<file path="src/rtl/mmio_seg_pkg.sv">
// Shared constants, register-decode enum and hex-to-segment encoding for the
// memory-mapped 7-segment display peripheral.
package mmio_seg_pkg;

    localparam int CTRL_EN      = 0;
    localparam int CTRL_BLZ     = 1;
    localparam int CTRL_SEL_LSB = 4;
    localparam int CTRL_SEL_MSB = 7;

    localparam logic [31:0] CTRL_RESET = 32'h0000_0001;
    localparam logic [6:0]  SEG_BLANK  = 7'h7F;

    typedef enum logic [1:0] {
        REG_NONE,
        REG_DATA,
        REG_CTRL
    } reg_kind_e;

    // Active-low segment pattern {g,f,e,d,c,b,a} for one hex nibble.
    function automatic logic [6:0] hex_to_seg(input logic [3:0] nib);
        logic [6:0] s;
        case (nib)
            4'h0: s = 7'h40;
            4'h1: s = 7'h79;
            4'h2: s = 7'h24;
            4'h3: s = 7'h30;
            4'h4: s = 7'h19;
            4'h5: s = 7'h12;
            4'h6: s = 7'h02;
            4'h7: s = 7'h78;
            4'h8: s = 7'h00;
            4'h9: s = 7'h10;
            4'hA: s = 7'h08;
            4'hB: s = 7'h03;
            4'hC: s = 7'h46;
            4'hD: s = 7'h21;
            4'hE: s = 7'h06;
            default: s = 7'h0E;
        endcase
        return s;
    endfunction

endpackage

</file>
<file path="src/rtl/mmio_seg_display_seg_scan_timer.sv">
// Digit-slot prescaler and digit index counter for the multiplexed display.
module seg_scan_timer
    import mmio_seg_pkg::*;
#(
    parameter int SCAN_DIV = 50000,
    parameter int N_DIGITS = 8,
    localparam int IW = (N_DIGITS > 1) ? $clog2(N_DIGITS) : 1
) (
    input  logic          clk,
    input  logic          rst,
    output logic [IW-1:0] idx
);

    localparam int PW = (SCAN_DIV > 1) ? $clog2(SCAN_DIV) : 1;

    logic [PW-1:0] presc;
    logic          slot_end;

    assign slot_end = (presc == PW'(SCAN_DIV - 1));

    // The scan keeps running even while the display is disabled.
    always_ff @(posedge clk) begin
        if (rst) begin
            presc <= '0;
            idx   <= '0;
        end else if (slot_end) begin
            presc <= '0;
            idx   <= (idx == IW'(N_DIGITS - 1)) ? '0 : idx + IW'(1);
        end else begin
            presc <= presc + PW'(1);
        end
    end

endmodule

</file>
<file path="src/rtl/mmio_seg_display.sv">
// Store-snooping register bank with readback driving a time-multiplexed
// active-low 7-segment display of the selected channel's hex value.
module mmio_seg_display
    import mmio_seg_pkg::*;
#(
    parameter logic [31:0] BASE_ADDR  = 32'h8000_0000,
    parameter int          N_CH       = 4,
    parameter logic [31:0] CTRL_OFFS  = 32'h40,
    parameter logic [31:0] ALIAS_ADDR = 32'h8000_0064,
    parameter int          N_DIGITS   = 8,
    parameter int          SCAN_DIV   = 50000
) (
    input  logic                clk,
    input  logic                rst,
    input  logic [31:0]         mem_adr,
    input  logic [31:0]         mem_wdata,
    input  logic                wen,
    input  logic                ren,
    output logic [31:0]         rdata,
    output logic                rvalid,
    output logic [6:0]          seg,
    output logic [N_DIGITS-1:0] digit_n
);

    localparam int CW = (N_CH > 1) ? $clog2(N_CH) : 1;
    localparam int IW = (N_DIGITS > 1) ? $clog2(N_DIGITS) : 1;

    logic [31:0] data_q [N_CH];
    logic        ctrl_en;
    logic        ctrl_blz;
    logic [3:0]  ctrl_sel;

    reg_kind_e   hit_kind;
    logic [CW-1:0] hit_ch;
    logic [31:0] ctrl_rd;
    logic [31:0] rd_val;

    logic [IW-1:0]         idx;
    logic [31:0]           sel_val;
    logic                  sel_ok;
    logic [N_DIGITS*4-1:0] shown;
    logic [N_DIGITS-1:0]   upper_zero;
    logic [3:0]            nib;
    logic [6:0]            seg_d;
    logic [N_DIGITS-1:0]   digit_n_d;

    seg_scan_timer #(
        .SCAN_DIV (SCAN_DIV),
        .N_DIGITS (N_DIGITS)
    ) u_timer (
        .clk (clk),
        .rst (rst),
        .idx (idx)
    );

    // Exact address match; the legacy alias lands on DATA0.
    always_comb begin
        hit_kind = REG_NONE;
        hit_ch   = '0;
        if (mem_adr == ALIAS_ADDR) begin
            hit_kind = REG_DATA;
            hit_ch   = '0;
        end
        if (mem_adr == BASE_ADDR + CTRL_OFFS) begin
            hit_kind = REG_CTRL;
        end
        for (int i = 0; i < N_CH; i++) begin
            if (mem_adr == BASE_ADDR + 32'(4 * i)) begin
                hit_kind = REG_DATA;
                hit_ch   = CW'(i);
            end
        end
    end

    always_comb begin
        ctrl_rd                             = '0;
        ctrl_rd[CTRL_EN]                    = ctrl_en;
        ctrl_rd[CTRL_BLZ]                   = ctrl_blz;
        ctrl_rd[CTRL_SEL_MSB:CTRL_SEL_LSB]  = ctrl_sel;
        case (hit_kind)
            REG_DATA: rd_val = data_q[hit_ch];
            REG_CTRL: rd_val = ctrl_rd;
            default:  rd_val = '0;
        endcase
    end

    // Register file and read port; reads see pre-write contents.
    always_ff @(posedge clk) begin
        if (rst) begin
            for (int i = 0; i < N_CH; i++) begin
                data_q[i] <= '0;
            end
            ctrl_en  <= CTRL_RESET[CTRL_EN];
            ctrl_blz <= CTRL_RESET[CTRL_BLZ];
            ctrl_sel <= CTRL_RESET[CTRL_SEL_MSB:CTRL_SEL_LSB];
            rdata    <= '0;
            rvalid   <= 1'b0;
        end else begin
            if (wen) begin
                case (hit_kind)
                    REG_DATA: data_q[hit_ch] <= mem_wdata;
                    REG_CTRL: begin
                        ctrl_en  <= mem_wdata[CTRL_EN];
                        ctrl_blz <= mem_wdata[CTRL_BLZ];
                        ctrl_sel <= mem_wdata[CTRL_SEL_MSB:CTRL_SEL_LSB];
                    end
                    default: ;
                endcase
            end
            rvalid <= ren;
            if (ren) begin
                rdata <= rd_val;
            end
        end
    end

    // Pick the displayed nibble and decide leading-zero blanking.
    always_comb begin
        sel_ok  = (int'(ctrl_sel) < N_CH);
        sel_val = '0;
        if (sel_ok) begin
            sel_val = data_q[ctrl_sel[CW-1:0]];
        end
        shown = sel_val[N_DIGITS*4-1:0];
        nib   = '0;
        for (int i = 0; i < N_DIGITS; i++) begin
            upper_zero[i] = ((shown >> (4 * i)) == '0);
            if (idx == IW'(i)) begin
                nib = shown[4*i +: 4];
            end
        end

        digit_n_d = '1;
        seg_d     = SEG_BLANK;
        if (ctrl_en) begin
            digit_n_d = ~(N_DIGITS'(1) << idx);
            if (sel_ok && !(ctrl_blz && idx != '0 && upper_zero[idx])) begin
                seg_d = hex_to_seg(nib);
            end
        end
    end

    always_ff @(posedge clk) begin
        if (rst) begin
            seg     <= SEG_BLANK;
            digit_n <= '1;
        end else begin
            seg     <= seg_d;
            digit_n <= digit_n_d;
        end
    end

endmodule

</file>
<file path="config.mk">
export PLATFORM = sky130hd
export DESIGN_NAME = mmio_seg_display
export DESIGN_NICKNAME = d
export VERILOG_FILES = /design/src/rtl/mmio_seg_pkg.sv /design/src/rtl/mmio_seg_display_seg_scan_timer.sv /design/src/rtl/mmio_seg_display.sv
export SDC_FILE = /design/constraint.sdc
export NUM_CORES = 1
export LEC_CHECK = 0
export CORE_UTILIZATION = 45
export CTS_CLUSTER_DIAMETER = 40
export CTS_CLUSTER_SIZE = 20
export DETAILED_ROUTE_END_ITERATION = 10
export DONT_BUFFER_PORTS = 1
export SYNTH_ARGS = -nofsm -noshare
export SYNTH_HDL_FRONTEND = slang
export SYNTH_SLANG_ARGS = --single-unit
</file>
<file path="constraint.sdc">
create_clock -name clk -period 7.4 [get_ports clk]
set_input_delay 0.74 -clock clk [delete_from_list [all_inputs] [get_ports clk]]
set_output_delay 0.74 -clock clk [all_outputs]
set_load 0.005 [all_outputs]
</file>
==> impl_results.md <==
* Chip width at 152 um
* Register-to-register setup slack at 3340 ps
* Slew margin rel. at 32.2%
* GP Congestion at 0.918
* Mapped Area at 10100 sq um
* Critical path launch point type: primary input
* PwrDens at 263 nW/um^2
* Layout Cells excl Fill at 1202
* RSZ-0062 raised after global routing: false
* Xor/xnor cell area share of the yosys netlist at 0.956%
* Fmax at 0.243 GHz
* Setup tns final at 0 ps
* First-pass GRT wire length at 40200 um
* CP startpoint: mem_adr[7]
* Dpl hpwl at 16600 um
* Slew Viols, Final at 0
* R2R Path End: seg[0]
* Crit path kind: in -> reg
* Grt ovf at 0
* Async SR Flop Fraction at 0%
* Status: complete, no violations
* Final setup violation count at 0
* Bufs and invs on worst path at 2
* Fill count at 1954
* Number of synthesized register bits at 203
* Setup crit end kind: flop
* Max incr delay on CP at 900 ps
* Main synth FF type: edfxtp_1
* Worst-Margin Slew at 1020 ps
* EDFF count, synth at 128
* Final design utilization at 52.2%
* Number of cells on the worst reg-to-reg path at 9
* Critical path, cell by cell: or3_1, nor3_1, o21ai_0, inv_1, ha_1, nand2_1, nor2_1, buf_4, and3_1, or2_2
* Post-CTS setup buffer count at 0
* Synth warn at 0
* Die height at 152 um
* Mean routed wirelength per cell at 21.9 um
* Drt total wl at 26300 um
* HP Class: in -> reg
* Row count at 54
* Syn_area_per_cell at 11.0 sq um
* Synth Instances at 914
* # Max-Cap Violations at 0
* Initial DRC count at 589
* Pleak at 3.92 nW
* Fin Hold WS at 312 ps
* Post-layout minimum cycle time at 4110 ps
* Fin. Hold Viols at 0
* Cts bufs inserted at 35
* Worst-skew pair later-pin latency at 500 ps
* Main combinational cell family by area after synthesis: simple AND/OR/NAND/NOR gates
* Synth unique cells at 71
* CP required at 7520 ps
* CP max FO at 34
* Synth top area share at 38.1%
* Post-synthesis sequential area ratio at 53.0%
* H-tree Lvls at 2
* Post-cts sizing count at 0
* Post-synthesis compound-gate area fraction at 13.0%
* Hold Path Depth at 1
* Vias in the first global route at 6829
* Port buffer count at 0
* Via Count at 7144
* Vias/cell at 5.94
* IO Pins at 116
* Crit path DAT at 4240 ps
* GRT Overall Usage at 23.4%
* Core area at 21900 sq um
* Total power draw at 3.00 mW
* Peak supply drop at 0.186 mV
* Bufs on Longest Clock Path at 3
* Sink Count at 203
* Pin count of the biggest net entering global routing at 58
* DIE AREA at 23000 sq um
* Placed insts at 1138
* Area Overhead vs Synth at 13.5%
* Antenna-violating nets left at 0
* Cell accounting for the most synthesized area: edfxtp_1
* CTS tree: done
* Multiplexer area fraction after synthesis at 8.59%
* CTS root buf: clkbuf_16
* Worst Hold Launch: rst
* CP max stage cell: and3_1
* Most area-consuming cells after synthesis: edfxtp_1 (38%), dfxtp_1 (15%), and2_1 (7.9%)
* Period utilization at 55.6%
* Share of cells above drive strength 1 at 11.4%
* Mapped Nets at 996
* Area share of fa/ha/maj cells after synthesis at 1.74%
* Simple-gate portion of the synthesized area at 19.1%
* CP top delay family: simple AND/OR/NAND/NOR gates
* Nets@finish at 977
* Initial antenna violation count at 0
* Antenna fix cells at 0
* Initial cell density of the core at 46.1%
* Hold_buf cts at 0
* Clock Pin Slew Worst Setup and Hold Paths at 60 ps
* Clock skew at 9.12 ps
* # DRC at 0
* DRT Pass-1 Iters at 5
* Worst Hold Path EP: u_timer.presc[2]
* Most frequent cells in the layout: and2_1 (128), edfxtp_1 (128), a21oi_1 (112), nand2_1 (83), dfxtp_1 (73)
-- how the worst max path moves through the flow --
stage | cells after the start | slack [ps] | endpoint
finish | 10 | 3290 | data_q[2][16]
global route | 11 | 2930 | data_q[2][31]
CTS | 9 | 3250 | seg[0]
detailed placement | 11 | 2780 | data_q[2][19]
global placement | 11 | 2890 | data_q[2][18]
floorplan | 6 | 3940 | data_q[3][0]
-- metrics by stage --
step | setup WS [ps] | instance area (sq um)
floorplan | 3940 | 10100
global placement | 2890 | 10200
detailed placement | 2780 | 10200
CTS | 3250 | 11400
global route | 2930 | 11400
finish | 3290 | 11400
-- report_power, final --
part	internal [mW]	total, mW	leakage (nW)	switching (mW)
sequential	1.25	1.27	1.82	0.0263
clock	1.11	1.65	0.593	0.543
combinational	0.0314	0.0804	1.51	0.0490
-- cell type report --
class / count / area [sq um] / area share (%)
timing repair buffer: 10 / 75.1 / 0.656
clock inverter: 18 / 243 / 2.12
multi-input combinational: 630 / 4390 / 38.4
tap: 280 / 350 / 3.06
clock buffer: 46 / 978 / 8.55
sequential: 203 / 5350 / 46.8
inverter: 15 / 56.3 / 0.492
-- flip-flops by register name, indices dropped and copies added (netlist names), named ones only --
name / flops
ctrl_blz: 1
ctrl_en: 1
ctrl_sel: 4
data_q: 128
digit_n: 8
rdata: 32
rvalid: 1
seg: 7
u_timer.idx: 3
u_timer.presc: 16
-- layer usage --
metal	routed length [um]	part of all wire (%)	GRT usage, %
met4	477	1.8	6.29
met2	12300	47	37.1
met1	11300	43	31.4
met5	0	0	0
met3	2220	8.4	6.23
-- logic make-up after synthesis --
logic type | after synthesis
AOI/OAI and AO/OA | 203
xor gates and xnor gates | 11
buffers and inverters | 81
and+or+nand+nor | 357
DFF | 203
adders and majority gates | 14
muxes | 45
-- cells in the mapped netlist (all sizes together) (11+ instances only) --
master	n
and2	128
edfxtp	128
a21oi	112
nand2	83
dfxtp	75
clkbuf	47
nor2	41
o221ai	31
mux4	30
nand3	29
buf	19
o21ai	19
ha	14
inv	14
mux2i	13
nor3	11
nor4	11
Power figures use the tool's default switching activity.
